<file path="src/rtl/bit_packer.sv">
// Serial-to-byte packer: collects MSB-first code bits into bytes and queues them in a 4-entry FIFO.
// Optional macro BIT_PACKER_OVF_STICKY_EN makes overflow sticky until reset (default: per-drop pulse).
module bit_packer (
    input  logic       clk,
    input  logic       rst_n,
    input  logic       in_data,
    input  logic       in_start,
    input  logic       in_done,
    output logic [7:0] byte_data,
    output logic [3:0] byte_nbits,
    output logic       byte_last,
    output logic       byte_valid,
    input  logic       byte_ready,
    output logic       busy,
    output logic       overflow
);

    typedef enum logic {IDLE, COLLECT} state_t;

    state_t      state_reg, state_next;
    logic [2:0]  cnt_reg, cnt_next;
    logic [7:0]  asm_reg, asm_next;
    logic [7:0]  pend_reg, pend_next;
    logic        pend_valid_reg, pend_valid_next;
    logic [7:0]  asm_with_bit;
    logic        push;
    logic [12:0] push_entry;

    logic [12:0] mem_reg [4];
    logic [1:0]  wr_ptr_reg, rd_ptr_reg;
    logic [2:0]  count_reg;
    logic        full, pop, push_ok, drop;

    assign asm_with_bit = in_data ? (asm_reg | (8'h80 >> cnt_reg)) : asm_reg;

    always_ff @(posedge clk or negedge rst_n) begin
        if (!rst_n) begin
            state_reg      <= IDLE;
            cnt_reg        <= '0;
            asm_reg        <= '0;
            pend_reg       <= '0;
            pend_valid_reg <= 1'b0;
        end else begin
            state_reg      <= state_next;
            cnt_reg        <= cnt_next;
            asm_reg        <= asm_next;
            pend_reg       <= pend_next;
            pend_valid_reg <= pend_valid_next;
        end
    end

    always_comb begin
        state_next = state_reg;
        case (state_reg)
            IDLE:    if (in_start) state_next = COLLECT;
            COLLECT: if (in_done && !in_start) state_next = IDLE;
            default: state_next = IDLE;
        endcase
    end

    // A full byte waits in pend_reg until we learn whether it closes the frame,
    // so pend_valid_reg implies cnt_reg == 0 and in_done never needs two pushes.
    always_comb begin
        cnt_next        = cnt_reg;
        asm_next        = asm_reg;
        pend_next       = pend_reg;
        pend_valid_next = pend_valid_reg;
        push            = 1'b0;
        push_entry      = '0;
        case (state_reg)
            IDLE: begin
                if (in_start) begin
                    asm_next = {in_data, 7'b0};
                    cnt_next = 3'd1;
                end
            end
            COLLECT: begin
                if (in_done) begin
                    if (pend_valid_reg) begin
                        push       = 1'b1;
                        push_entry = {pend_reg, 4'd8, 1'b1};
                    end else if (cnt_reg != 3'd0) begin
                        push       = 1'b1;
                        push_entry = {asm_reg, 1'b0, cnt_reg, 1'b1};
                    end
                    pend_valid_next = 1'b0;
                    asm_next        = in_start ? {in_data, 7'b0} : 8'h00;
                    cnt_next        = in_start ? 3'd1 : 3'd0;
                end else begin
                    if (pend_valid_reg) begin
                        push            = 1'b1;
                        push_entry      = {pend_reg, 4'd8, 1'b0};
                        pend_valid_next = 1'b0;
                    end
                    if (cnt_reg == 3'd7) begin
                        pend_next       = asm_with_bit;
                        pend_valid_next = 1'b1;
                        asm_next        = 8'h00;
                        cnt_next        = 3'd0;
                    end else begin
                        asm_next = asm_with_bit;
                        cnt_next = cnt_reg + 3'd1;
                    end
                end
            end
            default: ;
        endcase
    end

    always_comb begin
        busy = (state_reg == COLLECT) || byte_valid;
    end

    assign full    = (count_reg == 3'd4);
    assign pop     = byte_valid && byte_ready;
    assign push_ok = push && (!full || pop);
    assign drop    = push && full && !pop;

    always_ff @(posedge clk or negedge rst_n) begin
        if (!rst_n) begin
            for (int i = 0; i < 4; i++) mem_reg[i] <= '0;
            wr_ptr_reg <= '0;
            rd_ptr_reg <= '0;
            count_reg  <= '0;
        end else begin
            if (push_ok) begin
                mem_reg[wr_ptr_reg] <= push_entry;
                wr_ptr_reg          <= wr_ptr_reg + 2'd1;
            end
            if (pop) rd_ptr_reg <= rd_ptr_reg + 2'd1;
            count_reg <= count_reg + {2'b0, push_ok} - {2'b0, pop};
        end
    end

    assign byte_valid = (count_reg != 3'd0);
    assign {byte_data, byte_nbits, byte_last} = byte_valid ? mem_reg[rd_ptr_reg] : 13'd0;

`ifdef BIT_PACKER_OVF_STICKY_EN
    logic ovf_reg;
    always_ff @(posedge clk or negedge rst_n) begin
        if (!rst_n) ovf_reg <= 1'b0;
        else        ovf_reg <= ovf_reg | drop;
    end
    assign overflow = ovf_reg | drop;
`else
    assign overflow = drop;
`endif

endmodule

</file>
<file path="config.mk">
export PLATFORM = sky130hd
export DESIGN_NAME = bit_packer
export DESIGN_NICKNAME = d
export VERILOG_FILES = /design/src/rtl/bit_packer.sv
export SDC_FILE = /design/constraint.sdc
export NUM_CORES = 1
export LEC_CHECK = 0
export CAP_MARGIN = 15
export CORE_MARGIN = 10
export CORE_UTILIZATION = 60
export DETAILED_ROUTE_END_ITERATION = 16
export DONT_BUFFER_PORTS = 1
export PLACE_DENSITY_LB_ADDON = 0.12
export RECOVER_POWER = 50
export SETUP_SLACK_MARGIN = 0.15
export SLEW_MARGIN = 20
export SYNTH_ARGS = -nofsm -noshare
export SYNTH_HDL_FRONTEND = slang
export SYNTH_SLANG_ARGS = --single-unit
</file>
<file path="constraint.sdc">
create_clock -name clk -period 5.5 [get_ports clk]
set_input_delay 0.275 -clock clk [delete_from_list [all_inputs] [get_ports clk]]
set_output_delay 0.275 -clock clk [all_outputs]
set_load 0.01 [all_outputs]
</file>
==> flow_metrics.env <==
export IMPL_status="finished, final reports clean"
export IMPL_cp_max_fo=15
export IMPL_rsz0062_at_grt="no"
export IMPL_largest_reg_flops=52
export IMPL_whs_endpoint="cnt_reg[2]"
export IMPL_ir_drop_uv=204.4
export IMPL_cts_max_level=3
export IMPL_fp_dieH_um=102.6
export IMPL_avgSynthCellArea_sq_um=14.47
export IMPL_synthFlopType="dfrtp_1"
export IMPL_crit_path_end_kind="flop"
export IMPL_fin_cells=366
export IMPL_slowest_delay_ns=0.64
export IMPL_max_slew_margin_pct=37.49
export IMPL_synth_cells=283
export IMPL_synth_nets=302
export IMPL_dr_pass1_iters=4
export IMPL_pwr_density_cell_mw_per_mm2=396.2
export IMPL_vias_per_cell=6.052
export IMPL_r2r_start="state_reg"
export IMPL_setup_violations=0
export IMPL_num_rows=30
export IMPL_tightest_slew_ns=0.9376
export IMPL_critPathRequiredTime_ns=5.74
export IMPL_synthTopCellsByArea="dfrtp_1, mux2_4, mux4_2"
export IMPL_holdPathStages=1
export IMPL_crit_chain="and2_2 -> a31oi_4 -> or2b_1 -> ha_1 -> inv_1 -> ha_1 -> fa_1 -> xnor2_1"
export IMPL_fin_crit_sh_pct=47.90
export IMPL_cp_start_kind="flop"
export IMPL_regToRegEndpoint="count_reg[2]"
export IMPL_holdCritStartpoint="in_start"
export IMPL_drv_cap=0
export IMPL_antenna_found_initial=0
export IMPL_vias=2215
export IMPL_drc=0
export IMPL_yosys_area_top_type="dfrtp_1"
export IMPL_synth_enable_flop_cells=0
export IMPL_ioPinCount=22
export IMPL_final_common_cell="dfrtp_1"
export IMPL_clk_pin_slew_ns=0.08
export IMPL_avgRoutedWirePerCell_um=20.41
export IMPL_rr_worst_depth=8
export IMPL_nets=301
export IMPL_cts_inserted_buffers=9
export IMPL_report_final_slew_viol_count=0
export IMPL_fin_worst_skew_ns=0.007537
export IMPL_yosysTopAreaCellShare_pct=48.88
export IMPL_start_util_pct=60.95
export IMPL_grt_use_total_pct=16.00
export IMPL_cts_sinks=80
export IMPL_grt_overflow=0
export IMPL_grt_max_degree=81
export IMPL_ctsRootBufferMaster="clkbuf_8"
export IMPL_hold_path_class="input pin to flop"
export IMPL_final_cell_mix="dfrtp_1, mux2_4, and2_1"
export IMPL_clock_fmax_mhz=379.5
export IMPL_drtIter0Drc=117
export IMPL_rrSetupSlack_ns=2.87
export IMPL_fp_coreArea_sq_mm=0.006719
export IMPL_slowest_stage="dfrtp_1"
export IMPL_setup_tns_ns=0
export IMPL_ant_nets=0
export IMPL_grt_pass1_wl_um=12940
export IMPL_syn_area_sq_mm=0.004095
export IMPL_critPathKind="flop to flop"
export IMPL_yosysWarningCount=0
export IMPL_area_growth_pct=5.438
export IMPL_cts_tree="yes"
export IMPL_critPathArrivalTime_ns=2.87
export IMPL_ys_types=44
export IMPL_finalCriticalPeriod_ns=2.635
export IMPL_hold_viol_final=0
export IMPL_num_antenna_cells=0
export IMPL_grt_pass1_vias=2372
export IMPL_die_width_um=102.6
export IMPL_cts_buffer_depth=2
export IMPL_ys_ff_latch=80
export IMPL_drive_gt1_share_pct=36.01
export IMPL_portBuffers=0
export IMPL_design_die_area_sq_mm=0.01053
export IMPL_leakagePower_nw=1.995
export IMPL_ys_seq_area_share_pct=48.88
export IMPL_cts_repair_resized=0
export IMPL_wirelength_um=7470
export IMPL_gp_congestion=0.8535
export IMPL_dp_hpwl_um=5035
export IMPL_placed_cells=348
export IMPL_clock_latency_ns=0.35
export IMPL_async_flop_share_pct=100.0
export IMPL_worst_path_most_repeated_cell="ha_1"
==> cell families after synthesis <==
family	count (synthesis)	synth area share (%)
flops	80	48.88
compound gates	39	7.364
buf+inv	25	4.828
mux	66	25.39
simple gates	55	8.311
fa+ha+maj	13	4.155
xor+xnor	5	1.070
==> stage by stage <==
stage          hold slack, ns  cell area, sq um  setup slack, ns  utilization [%]  total power [mW]
6_report              0.02560              4318            2.865            64.26             1.711
5_1_grt               0.01704              4318            2.683            64.26             1.806
4_1_cts               0.01563              4318            2.870            64.26             1.728
3_5_place_dp         -0.01705              4035            2.878            60.06             1.196
3_3_place_gp         -0.01712              4035            2.957            60.06             1.184
2_1_floorplan        -0.02059              4095            3.092                -             1.131
==> critical path: cells and delay by family (launching register included) <==
| family | cells | cell delay (ns) |
|---|---|---|
| buffers and inverters | 1 | 0.04 |
| flip-flops | 1 | 0.64 |
| AND/OR/NAND/NOR | 2 | 0.74 |
| XOR/XNOR | 1 | 0.14 |
| adder cells (fa/ha/maj) | 3 | 0.84 |
| AO/OA/AOI/OAI | 1 | 0.12 |
==> synth_stat cells (2+ instances only) <==
master	count
a21oi_1	4
a22o_1	6
a22o_2	8
a31oi_1	3
and2_1	16
and2_2	2
buf_12	4
buf_2	2
clkbuf_1	5
clkbuf_8	2
dfrtp_1	80
ha_1	12
inv_1	10
mux2_2	13
mux2_4	40
mux4_2	13
nand2_1	11
nand2_2	4
nand2b_1	3
nor2_1	4
nor2_4	4
nor3_1	2
o21ai_0	10
or2_2	2
xnor2_1	3
xor2_1	2
==> area by class of cell <==
type / instances / area (sq um)
fill: 491 / 2401
sequential: 80 / 2002
multi-input combinational: 178 / 1896
clock buffer: 12 / 145.1
tap: 80 / 100.1
clock inverter: 3 / 90.09
timing repair buffer: 3 / 47.55
inverter: 10 / 37.54
==> where the power goes <==
| part | total, mW | switching, mW | leakage (nW) | internal (mW) |
|---|---|---|---|---|
| sequential | 0.794 | 0.115 | 1.08 | 0.679 |
| clock | 0.517 | 0.205 | 0.117 | 0.312 |
| combinational | 0.400 | 0.183 | 0.795 | 0.217 |
==> metal layers <==
| layer | share of wire (%) | global-route usage [%] |
|---|---|---|
| met1 | 48 | 21.93 |
| met2 | 46 | 23.95 |
| met3 | 4.9 | 4.625 |
| met4 | 1.2 | 4.989 |
| met5 | 0 | 0 |
==> timing repair <==
action | 4_1_cts | 5_1_grt
hold buffers | 3 | 0
buffers inserted | 0 | 0
endpoints found under the hold margin | 81 | 0
==> worst max path at each step <==
| stage | cells past startpoint | startpoint | to | slack [ns] |
|---|---|---|---|---|
| floorplan | 10 | cnt_reg[0] | count_reg[2] | 3.09 |
| global placement | 8 | state_reg | count_reg[2] | 2.96 |
| detailed placement | 8 | state_reg | count_reg[2] | 2.88 |
| CTS | 8 | state_reg | count_reg[2] | 2.87 |
| global route | 10 | cnt_reg[0] | count_reg[2] | 2.68 |
| finish | 8 | state_reg | count_reg[2] | 2.87 |
Power figures use the tool's default switching activity.
